[src/rtl/kp_host_ctrl_pkg.sv]
// Shared types and constants for the K-Port host controller.
package kp_host_ctrl_pkg;

    localparam int KP_BITS  = 32;
    localparam int KP_BIT_W = $clog2(KP_BITS);
    localparam int KP_PORTS = 2;

    localparam logic KP_REG_CTRL = 1'b0;
    localparam logic KP_REG_DATA = 1'b1;

    typedef enum logic [2:0] {
        KP_IDLE,
        KP_LATCH,
        KP_LOW,
        KP_HIGH,
        KP_DONE
    } kp_state_e;

    typedef struct packed {
        logic irq_en;
        logic mode;
        logic start;
    } kp_ctrl_t;

    // Split the low CTRL bits of a bus write into named fields.
    function automatic kp_ctrl_t kp_decode_ctrl(input logic [2:0] di);
        kp_ctrl_t c;
        c.irq_en = di[2];
        c.mode   = di[1];
        c.start  = di[0];
        return c;
    endfunction

    // Status word as seen on a STAT read.
    function automatic logic [KP_BITS-1:0] kp_stat_word(input logic irq_en,
                                                        input logic done,
                                                        input logic busy);
        return {{(KP_BITS-3){1'b0}}, irq_en, done, busy};
    endfunction

endpackage

[src/rtl/kp_port_seq.sv]
// One K-Port sequencer: transfer FSM, phase/bit counters, data word and KP_DIN
// synchronizer. Wire outputs are registered from the next state so they never
// glitch across state-encoding changes, and still drop at once on async reset.
module kp_port_seq
    import kp_host_ctrl_pkg::*;
#(
    parameter int LATCH_CYC = 4,
    parameter int DIV       = 4
) (
    input  logic               CLK,
    input  logic               RES,
    input  logic               ctrl_wr,
    input  logic               ctrl_start,
    input  logic               ctrl_mode,
    input  logic               ctrl_irq_en,
    input  logic               data_wr,
    input  logic [KP_BITS-1:0] data_wdata,
    input  logic               data_rd,
    input  logic               kp_din,
    output logic               busy,
    output logic               done,
    output logic               irq_en,
    output logic [KP_BITS-1:0] data,
    output logic               kp_latch,
    output logic               kp_clk,
    output logic               kp_rw,
    output logic               kp_dout
);

    localparam int PH_MAX = (LATCH_CYC > DIV) ? LATCH_CYC : DIV;
    localparam int PH_W   = $clog2(PH_MAX);

    localparam logic [PH_W-1:0]     PH_LATCH_END = PH_W'(LATCH_CYC - 1);
    localparam logic [PH_W-1:0]     PH_DIV_END   = PH_W'(DIV - 1);
    localparam logic [KP_BIT_W-1:0] BIT_LAST     = KP_BIT_W'(KP_BITS - 1);

    kp_state_e           state_q, state_d;
    logic [PH_W-1:0]     phase_q, phase_d;
    logic [KP_BIT_W-1:0] bit_q, bit_d;
    logic                mode_q, mode_d;
    logic                start_ok;
    logic                sample_en;
    logic                xfer_d;
    logic                shift_d;
    logic                done_q;
    logic                irq_en_q;
    logic [KP_BITS-1:0]  data_q;
    logic                din_sync_p0, din_sync_p1;
    logic                kp_latch_q, kp_clk_q, kp_rw_q, kp_dout_q;

    assign busy = (state_q == KP_LATCH) || (state_q == KP_LOW) || (state_q == KP_HIGH);

    // Next-state logic: walk LATCH, then 32 LOW/HIGH pairs, then one DONE cycle.
    always_comb begin
        state_d  = state_q;
        phase_d  = phase_q;
        bit_d    = bit_q;
        start_ok = 1'b0;
        unique case (state_q)
            KP_IDLE, KP_DONE: begin
                state_d = KP_IDLE;
                if (ctrl_wr && ctrl_start) begin
                    state_d  = KP_LATCH;
                    phase_d  = '0;
                    bit_d    = '0;
                    start_ok = 1'b1;
                end
            end
            KP_LATCH: begin
                if (phase_q == PH_LATCH_END) begin
                    state_d = KP_LOW;
                    phase_d = '0;
                end else begin
                    phase_d = phase_q + 1'b1;
                end
            end
            KP_LOW: begin
                if (phase_q == PH_DIV_END) begin
                    state_d = KP_HIGH;
                    phase_d = '0;
                end else begin
                    phase_d = phase_q + 1'b1;
                end
            end
            KP_HIGH: begin
                if (phase_q == PH_DIV_END) begin
                    phase_d = '0;
                    if (bit_q == BIT_LAST) begin
                        state_d = KP_DONE;
                    end else begin
                        bit_d   = bit_q + 1'b1;
                        state_d = KP_LOW;
                    end
                end else begin
                    phase_d = phase_q + 1'b1;
                end
            end
            default: state_d = KP_IDLE;
        endcase
    end

    // Direction may only change between transfers.
    always_comb begin
        mode_d = mode_q;
        if (ctrl_wr && !busy) begin
            mode_d = ctrl_mode;
        end
    end

    // Last LOW cycle: the synchronizer output is from two cycles earlier, still
    // well after the device finished updating from the previous rising edge.
    assign sample_en = (state_q == KP_LOW) && (phase_q == PH_DIV_END) && !mode_q;
    assign xfer_d    = (state_d == KP_LATCH) || (state_d == KP_LOW) || (state_d == KP_HIGH);
    assign shift_d   = (state_d == KP_LOW) || (state_d == KP_HIGH);

    // Sequencer control registers.
    always_ff @(posedge CLK or posedge RES) begin
        if (RES) begin
            state_q  <= KP_IDLE;
            phase_q  <= '0;
            bit_q    <= '0;
            mode_q   <= 1'b0;
            irq_en_q <= 1'b0;
            done_q   <= 1'b0;
        end else begin
            state_q <= state_d;
            phase_q <= phase_d;
            bit_q   <= bit_d;
            mode_q  <= mode_d;
            if (ctrl_wr) begin
                irq_en_q <= ctrl_irq_en;
            end
            // A new start clears done; completion beats a same-cycle DATA read.
            if (start_ok) begin
                done_q <= 1'b0;
            end else if (state_q == KP_DONE) begin
                done_q <= 1'b1;
            end else if (data_rd) begin
                done_q <= 1'b0;
            end
        end
    end

    // Data word: CPU load while idle, LSB-first assembly of the inverted wire in read mode.
    always_ff @(posedge CLK or posedge RES) begin
        if (RES) begin
            data_q <= '0;
        end else if (data_wr && !busy) begin
            data_q <= data_wdata;
        end else if (sample_en) begin
            data_q[bit_q] <= ~din_sync_p1;
        end
    end

    // Two-flop synchronizer for KP_DIN; idle wire level is high.
    always_ff @(posedge CLK or posedge RES) begin
        if (RES) begin
            din_sync_p0 <= 1'b1;
            din_sync_p1 <= 1'b1;
        end else begin
            din_sync_p0 <= kp_din;
            din_sync_p1 <= din_sync_p0;
        end
    end

    // Wire outputs registered from the next state so they line up with state_q.
    always_ff @(posedge CLK or posedge RES) begin
        if (RES) begin
            kp_latch_q <= 1'b0;
            kp_clk_q   <= 1'b0;
            kp_rw_q    <= 1'b0;
            kp_dout_q  <= 1'b0;
        end else begin
            kp_latch_q <= (state_d == KP_LATCH);
            kp_clk_q   <= (state_d == KP_HIGH);
            kp_rw_q    <= mode_d && xfer_d;
            kp_dout_q  <= mode_d && shift_d && data_q[bit_d];
        end
    end

    assign done     = done_q;
    assign irq_en   = irq_en_q;
    assign data     = data_q;
    assign kp_latch = kp_latch_q;
    assign kp_clk   = kp_clk_q;
    assign kp_rw    = kp_rw_q;
    assign kp_dout  = kp_dout_q;

endmodule

[src/rtl/kp_host_ctrl.sv]
// K-Port host controller top: CPU register decode, read-data register, IRQ,
// and one kp_port_seq per port.
module kp_host_ctrl
    import kp_host_ctrl_pkg::*;
#(
    parameter int LATCH_CYC = 4,
    parameter int DIV       = 4
) (
    input  logic                CLK,
    input  logic                RES,
    input  logic                CE,
    input  logic                WR,
    input  logic [1:0]          ADDR,
    input  logic [KP_BITS-1:0]  DI,
    output logic [KP_BITS-1:0]  DO,
    output logic                IRQ,
    output logic [KP_PORTS-1:0] KP_LATCH,
    output logic [KP_PORTS-1:0] KP_CLK,
    output logic [KP_PORTS-1:0] KP_RW,
    output logic [KP_PORTS-1:0] KP_DOUT,
    input  logic [KP_PORTS-1:0] KP_DIN
);

    logic [KP_PORTS-1:0] busy;
    logic [KP_PORTS-1:0] done;
    logic [KP_PORTS-1:0] irq_en;
    logic [KP_PORTS-1:0] ctrl_wr;
    logic [KP_PORTS-1:0] data_wr;
    logic [KP_PORTS-1:0] data_rd;
    logic [KP_BITS-1:0]  data [KP_PORTS];
    kp_ctrl_t            ctrl;
    logic                sel_port;
    logic                sel_reg;
    logic [KP_BITS-1:0]  do_p1;

    assign ctrl     = kp_decode_ctrl(DI[2:0]);
    assign sel_port = ADDR[1];
    assign sel_reg  = ADDR[0];

    // Route the single bus access to one port's CTRL or DATA register.
    always_comb begin
        ctrl_wr = '0;
        data_wr = '0;
        data_rd = '0;
        if (CE) begin
            if (WR && (sel_reg == KP_REG_CTRL)) begin
                ctrl_wr[sel_port] = 1'b1;
            end
            if (WR && (sel_reg == KP_REG_DATA)) begin
                data_wr[sel_port] = 1'b1;
            end
            if (!WR && (sel_reg == KP_REG_DATA)) begin
                data_rd[sel_port] = 1'b1;
            end
        end
    end

    for (genvar p = 0; p < KP_PORTS; p++) begin : g_port
        kp_port_seq #(
            .LATCH_CYC (LATCH_CYC),
            .DIV       (DIV)
        ) u_seq (
            .CLK         (CLK),
            .RES         (RES),
            .ctrl_wr     (ctrl_wr[p]),
            .ctrl_start  (ctrl.start),
            .ctrl_mode   (ctrl.mode),
            .ctrl_irq_en (ctrl.irq_en),
            .data_wr     (data_wr[p]),
            .data_wdata  (DI),
            .data_rd     (data_rd[p]),
            .kp_din      (KP_DIN[p]),
            .busy        (busy[p]),
            .done        (done[p]),
            .irq_en      (irq_en[p]),
            .data        (data[p]),
            .kp_latch    (KP_LATCH[p]),
            .kp_clk      (KP_CLK[p]),
            .kp_rw       (KP_RW[p]),
            .kp_dout     (KP_DOUT[p])
        );
    end

    // Read data register: captured on a read strobe, held until the next read.
    always_ff @(posedge CLK or posedge RES) begin
        if (RES) begin
            do_p1 <= '0;
        end else if (CE && !WR) begin
            if (sel_reg == KP_REG_CTRL) begin
                do_p1 <= kp_stat_word(irq_en[sel_port], done[sel_port], busy[sel_port]);
            end else begin
                do_p1 <= data[sel_port];
            end
        end
    end

    assign DO  = do_p1;
    assign IRQ = |(done & irq_en);

endmodule

[config.mk]
export PLATFORM = sky130hd
export DESIGN_NAME = kp_host_ctrl
export DESIGN_NICKNAME = d
export VERILOG_FILES = /design/src/rtl/kp_host_ctrl_pkg.sv /design/src/rtl/kp_port_seq.sv /design/src/rtl/kp_host_ctrl.sv
export SDC_FILE = /design/constraint.sdc
export NUM_CORES = 1
export LEC_CHECK = 0
export CAP_MARGIN = 15
export CORE_UTILIZATION = 48
export CTS_CLUSTER_DIAMETER = 40
export DETAILED_ROUTE_END_ITERATION = 10
export GPL_ROUTABILITY_DRIVEN = 1
export PLACE_DENSITY = 0.71
export SYNTH_ARGS = -nofsm -noshare
export SYNTH_HDL_FRONTEND = slang
export SYNTH_SLANG_ARGS = --single-unit
[constraint.sdc]
create_clock -name CLK -period 5.9 [get_ports CLK]
set_clock_uncertainty 0.05 [all_clocks]
set_input_delay 1.77 -clock CLK [delete_from_list [all_inputs] [get_ports CLK]]
set_output_delay 1.77 -clock CLK [all_outputs]
set_load 0.005 [all_outputs]
# Word level (Yosys, flattened, before mapping)
# Index checks and enable logic that the tools add are counted.
[word_totals]
wordCells = 188
reg_bits = 134
out_inout_bits = 41
inputBits = 40
[classes]
magnitude_cmp = 9
n_eq_ne = 20
n_bitwise = 5
n_mux = 70
n_reduce_logical = 53
n_addsub = 4
[op_table]
columns = ["cell", "n"]
rows = [
  ["$mux W32", 8],
  ["$bwmux W32", 2],
  ["$mux W5", 6],
  ["$mux W1", 25],
  ["$eq A3 B2 Y1 const B", 8],
  ["$lt A5 B6 Y1 const B", 4],
  ["$mux W3", 8],
  ["$pmux W3 S4", 2],
  ["$logic_and A1 B1 Y1", 23],
  ["$mux W2", 10],
  ["$pmux W5 S2", 2],
  ["$eq A3 B1 Y1 const B", 4],
  ["$add A5 B1 Y5 const B", 2],
  ["$bmux W1 S5", 2],
  ["$demux W1 S5", 2],
  ["$eq A5 B5 Y1 const B", 2],
  ["$ge A5 B1 Y1 const B", 2],
  ["$logic_or A1 B1 Y1", 10],
  ["$pmux W2 S2", 2],
  ["$reduce_bool A2 Y1", 4],
  ["$eq A3 B3 Y1 const B", 2],
  ["$logic_not A3 Y1", 2],
  ["$reduce_bool A3 Y1", 2],
  ["$reduce_or A2 Y1", 3],
  ["13 further kinds", 24],
]

# Depth between registers and ports, before layout
[logic_depth]
depth_word = 13
mapped_depth = 12
depth_no_buf = 11

# Hierarchy
# A second synthesis with hierarchy kept.
[unflattened]
cells_unflattened = 802
hier_area_um2 = 7320.8
[by_module_without_submodules]
columns = ["module", "area_each_um2", "seq_area_each_um2", "n_inst", "cells_per_inst"]
rows = [
  ["kp_port_seq (g_port[0].u_seq)", 2877.8, 1278.7, 1, 341],
  ["kp_port_seq (g_port[1].u_seq)", 2867.8, 1278.7, 1, 340],
  ["kp_host_ctrl", 1575.3, 800.8, 1, 121],
]

# Least setup slack after synthesis
# Ideal clock, no wire load.
[synth_path]
path_type = "input-to-reg"
from = "input port ADDR[0]"
to = "register g_port[1].u_seq.kp_dout_q"
path_slack_ns = 2.181
setup_ns = 0.096
path_buffers = 2
t_required_ns = 5.754
path_stages = 10
arrival_ns = 3.573
cell_sequence = "buf_4 and4b_1 a32oi_4 mux2_4 buf_8 mux2i_1 a22oi_2 a31oi_1 a311o_1 nor4_2"
[synth_between]
word_cells_on_any_way = 18
cone_classes = "eq/ne: 2; mux: 9; bitwise: 1; reduce/logical: 6"
[synth_rtl]
columns = ["element", "line", "rtl"]
rows = [
  ["start: declaration", "kp_host_ctrl.sv:13", "input logic [1:0] ADDR,"],
  ["$not A1 Y1", "n/a", ""],
  ["$logic_and A1 B1 Y1", "kp_host_ctrl.sv:46", "if (WR && (sel_reg == KP_REG_CTRL)) begin"],
  ["$mux W2", "kp_host_ctrl.sv:46", ""],
  ["$mux W2", "kp_host_ctrl.sv:45", "if (CE) begin"],
  ["$logic_and A1 B1 Y1", "kp_port_seq.sv:62", "if (ctrl_wr && ctrl_start) begin"],
  ["$mux W5", "kp_port_seq.sv:62", ""],
  ["$pmux W5 S2", "kp_port_seq.sv:59", "unique case (state_q)"],
  ["via g_port[1].u_seq.bit_d[0]", "kp_port_seq.sv:39", "logic [KP_BIT_W-1:0] bit_q, bit_d;"],
  ["$bmux W1 S5", "kp_port_seq.sv:177", "kp_dout_q <= mode_d && shift_d && data_q[bit_d];"],
  ["$mux W1 (implied by the code)", "kp_port_seq.sv:177", ""],
  ["$logic_and A1 B1 Y1", "kp_port_seq.sv:177", ""],
  ["end signal: assignment", "kp_port_seq.sv:177", ""],
  ["end: declaration", "kp_port_seq.sv:49", "logic kp_latch_q, kp_clk_q, kp_rw_q, kp_dout_q;"],
]
# The timed path passes the listed nets, and every way through them passes these cells. The select of a mux whose other input is x is not followed.
# A chain may end at the register's enable or synchronous reset.

# Final worst setup path
[layout_path]
from = "input port ADDR[0]"
to = "register g_port[0].u_seq.kp_dout_q"
[layout_between]
word_cells_on_any_way = 18
cone_classes = "eq/ne: 2; mux: 9; bitwise: 1; reduce/logical: 6"
[layout_rtl]
columns = ["element", "line"]
rows = [
  ["$not A1 Y1", "n/a"],
  ["$logic_and A1 B1 Y1", "kp_host_ctrl.sv:46"],
  ["$mux W2", "kp_host_ctrl.sv:46"],
  ["$mux W2", "kp_host_ctrl.sv:45"],
  ["$logic_and A1 B1 Y1", "kp_port_seq.sv:62"],
  ["$mux W5", "kp_port_seq.sv:62"],
  ["$pmux W5 S2", "kp_port_seq.sv:59"],
  ["via g_port[0].u_seq.bit_d[1]", "kp_port_seq.sv:39"],
  ["$bmux W1 S5", "kp_port_seq.sv:177"],
  ["$mux W1 (implied by the code)", "kp_port_seq.sv:177"],
  ["$logic_and A1 B1 Y1", "kp_port_seq.sv:177"],
  ["end signal: assignment", "kp_port_seq.sv:177"],
  ["end: declaration", "kp_port_seq.sv:49"],
]
# The timed path passes the listed nets, and every way through them passes these cells. The select of a mux whose other input is x is not followed.

==> flow_metrics.env <==
export IMPL_status="completed"
export IMPL_clock_fmax_mhz=232.7
export IMPL_grt_pass1_vias=6289
export IMPL_layout_common_cells="dfrtp_1, nand2_1, clkdlybuf4s50_1, a21oi_1, mux2i_1"
export IMPL_holdBufCountCts=0
export IMPL_diodes=0
export IMPL_drt_first_pass_iters=5
export IMPL_regArea_um2=3358
export IMPL_cp_top_family="simple AND/OR/NAND/NOR gates"
export IMPL_tightest_slew_ns=1.051
export IMPL_yosysTopAreaCellShare_pct=43.73
export IMPL_place_area_um2=8212
export IMPL_die_x_um=126.5
export IMPL_crit_fanout=12
export IMPL_start_kind="input pin"
export IMPL_antenna_found_initial=0
export IMPL_grt_ovfl_total=0
export IMPL_yosysWarnings=0
export IMPL_postCtsResizedCells=0
export IMPL_cts_setup_buffers=0
export IMPL_synth_area_um2=7440
export IMPL_yosys_cell_types_count=60
export IMPL_multi_input_area_um2=3711
export IMPL_cts_max_level=4
export IMPL_synth_compound_area_share_pct=22.67
export IMPL_period_minus_slack_ns=4.297
export IMPL_muxShareOfSynthArea_pct=11.50
export IMPL_clock_path_buffers=2
export IMPL_layout_commonest_cell="dfrtp_1"
export IMPL_setup_violations=0
export IMPL_area_delta_synth_final_pct=18.48
export IMPL_die_area_um2=16000
export IMPL_hold_path_class="flip-flop to flip-flop"
export IMPL_yosys_top_cells_area="dfrtp_1, mux2i_1, a311oi_1"
export IMPL_finalSetupTns_ns=0
export IMPL_cts_clk_slew_worst_paths_ns=0.06
export IMPL_critPathSlowestCell="a22oi_1"
export IMPL_syn_inst=773
export IMPL_synthArstFlopShare_pct=100.0
export IMPL_die_y_um=126.5
export IMPL_slew_headroom_pct=29.75
export IMPL_cap_violations=0
export IMPL_clock_latency_ns=0.43
export IMPL_cts_tree="built"
export IMPL_synth_xor_area_share_pct=0.1177
export IMPL_grt_setup_unrepaired="false"
export IMPL_crit_type="input pin to flip-flop"
export IMPL_synth_fa_ha_area_share_pct=1.682
export IMPL_yosysTopAreaCell="dfrtp_1"
export IMPL_avgViaCountPerCell=6.285
export IMPL_grt_pass1_wl_um=34310
export IMPL_cp_required_ns=6.19
export IMPL_maxSlewViolCount=0
export IMPL_r2r_start="g_port[0].u_seq.bit_q[3]$_DFF_PP0_"
export IMPL_cp_buffers_inverters=2
export IMPL_rr_worst_depth=8
export IMPL_ant_nets=0
export IMPL_finalPower_mw=2.310
export IMPL_setup_slack_ns=1.603
export IMPL_peakVddDrop_mv=0.2030
export IMPL_grt_usage_pct=28.34
export IMPL_hold_viol=0
export IMPL_ys_flop_type="dfrtp_1"
export IMPL_dr_total_vias=6373
export IMPL_cts_root_buf="clkbuf_16"
export IMPL_io_pins=81
export IMPL_r2r_end="g_port[0].u_seq.kp_dout$_DFF_PP0_"
export IMPL_synth_edf_count=0
export IMPL_syn_num_nets=823
export IMPL_cp_arrival_ns=4.58
export IMPL_place_hpwl_um=14600
export IMPL_core_area_um2=15150
export IMPL_gp_congestion=0.9512
export IMPL_grt_max_degree=114
export IMPL_min_path_cells=0
export IMPL_min_to="g_port[0].u_seq.din_sync_p1$_DFF_PP1_"
export IMPL_io_buffers=80
export IMPL_fin_nets=863
export IMPL_synth_top_family_by_area="compound AO/OA/AOI/OAI gates"
export IMPL_synth_seq_cells=134
export IMPL_path_cells="clkdlybuf4s50_1 > and4bb_4 > a32oi_1 > a22oi_1 > inv_1 > nand3_1 > nand4_1 > and3_1 > nor4_1"
export IMPL_wl_um=21560
export IMPL_cts_sinks=134
export IMPL_ys_seq_area_share_pct=45.14
export IMPL_place_ws_ns=1.252
export IMPL_ff2ff_setup_slack_ns=2.97
export IMPL_initial_core_util_pct=49.12
export IMPL_drtIter0Drc=663
export IMPL_holdCritStartpoint="g_port[0].u_seq.din_sync_p0$_DFF_PP1_"
export IMPL_rows=45
export IMPL_synthSimpleGateAreaFrac_pct=13.77
export IMPL_wl_per_cell_um=21.27
export IMPL_power_density_nw_per_um2=262.1
export IMPL_slowest_delay_ns=0.73
export IMPL_crit_path_end_kind="flip-flop"
export IMPL_p_leak_nw=3.676
export IMPL_drc=0
export IMPL_drive_gt1_share_pct=8.232
export IMPL_fillers=1285
export IMPL_period_share_pct=72.82
export IMPL_final_area_um2=8815
export IMPL_syn_area_per_cell_um2=9.624
export IMPL_post_route_util_pct=58.20
export IMPL_numCtsBuffers=17
[layout make-up]
cell class / count / area share [%]
Clock buffer: 23 / 5.422
Clock inverter: 9 / 1.419
Inverter: 18 / 0.8375
Multi-Input combinational cell: 557 / 42.10
Sequential cell: 134 / 38.10
Tap cell: 188 / 2.669
Timing Repair Buffer: 85 / 9.454
[worst max path at each step]
stage | cells past startpoint | start | to
after CTS | 9 | ADDR[0] | g_port[0].u_seq.kp_dout$_DFF_PP0_
after detailed placement | 9 | ADDR[0] | g_port[0].u_seq.kp_dout$_DFF_PP0_
final | 9 | ADDR[0] | g_port[0].u_seq.kp_dout$_DFF_PP0_
after global placement | 9 | ADDR[0] | g_port[0].u_seq.kp_dout$_DFF_PP0_
after floorplan | 1 | RES | DO[0]$_DFFE_PP0P_
after global routing | 9 | ADDR[0] | g_port[0].u_seq.kp_dout$_DFF_PP0_
[cells in the mapped netlist, types with 16 or more instances]
library cell / number
nand2_1: 97
a21o_1: 47
o21ai_0: 56
clkbuf_1: 43
mux2i_1: 60
dfrtp_1: 130
a311oi_1: 47
a21oi_1: 76
inv_1: 16
nand3_1: 20
nor2_1: 38
[logic make-up (layout without fill, tap and decap cells)]
logic type | after synthesis | in the layout
and+or+nand+nor | 213 | 213
AOI/OAI and AO/OA | 256 | 256
DFF | 134 | 134
muxes | 77 | 77
adders and majority gates | 10 | 10
buffers and inverters | 82 | 135
xor gates and xnor gates | 1 | 1
[power breakdown]
group          internal [mW]  switching (mW)
clock network          0.694           0.396
registers              0.969          0.0423
logic                  0.116          0.0920
[per-stage QoR]
| step | cells | hold slack, ns |
|---|---|---|
| after detailed placement | 982 | 0.3003 |
| final | 1014 | 0.3012 |
| after global placement | 982 | 0.2978 |
| after CTS | 1014 | 0.3063 |
| after global routing | 1014 | 0.3080 |
| after floorplan | 773 | 0.2952 |
[sequential cells by signal (all words and copies together), names as in the netlist]
| name | count |
|---|---|
| g_port.u_seq.kp_latch | 2 |
| g_port.u_seq.kp_rw | 2 |
| g_port.u_seq.done | 2 |
| DO | 32 |
| g_port.u_seq.kp_clk | 2 |
| g_port.u_seq.din_sync_p0 | 2 |
| g_port.u_seq.bit_q | 10 |
| g_port.u_seq.irq_en | 2 |
| g_port.u_seq.kp_dout | 2 |
| g_port.u_seq.phase_q | 4 |
| g_port.u_seq.din_sync_p1 | 2 |
| g_port.u_seq.state_q | 6 |
| g_port.u_seq.data | 64 |
| g_port.u_seq.mode_q | 2 |
[metal layers]
layer / GRT usage, % / part of all wire [%] / vias up
met5: 0 / 0 / -
met1: 37.39 / 43 / 3116
met2: 44.65 / 47 / 296
met4: 14.10 / 3.1 / 0
met3: 5.652 / 6.8 / 55
li1: - / - / 2906
Power figures use the tool's default switching activity.
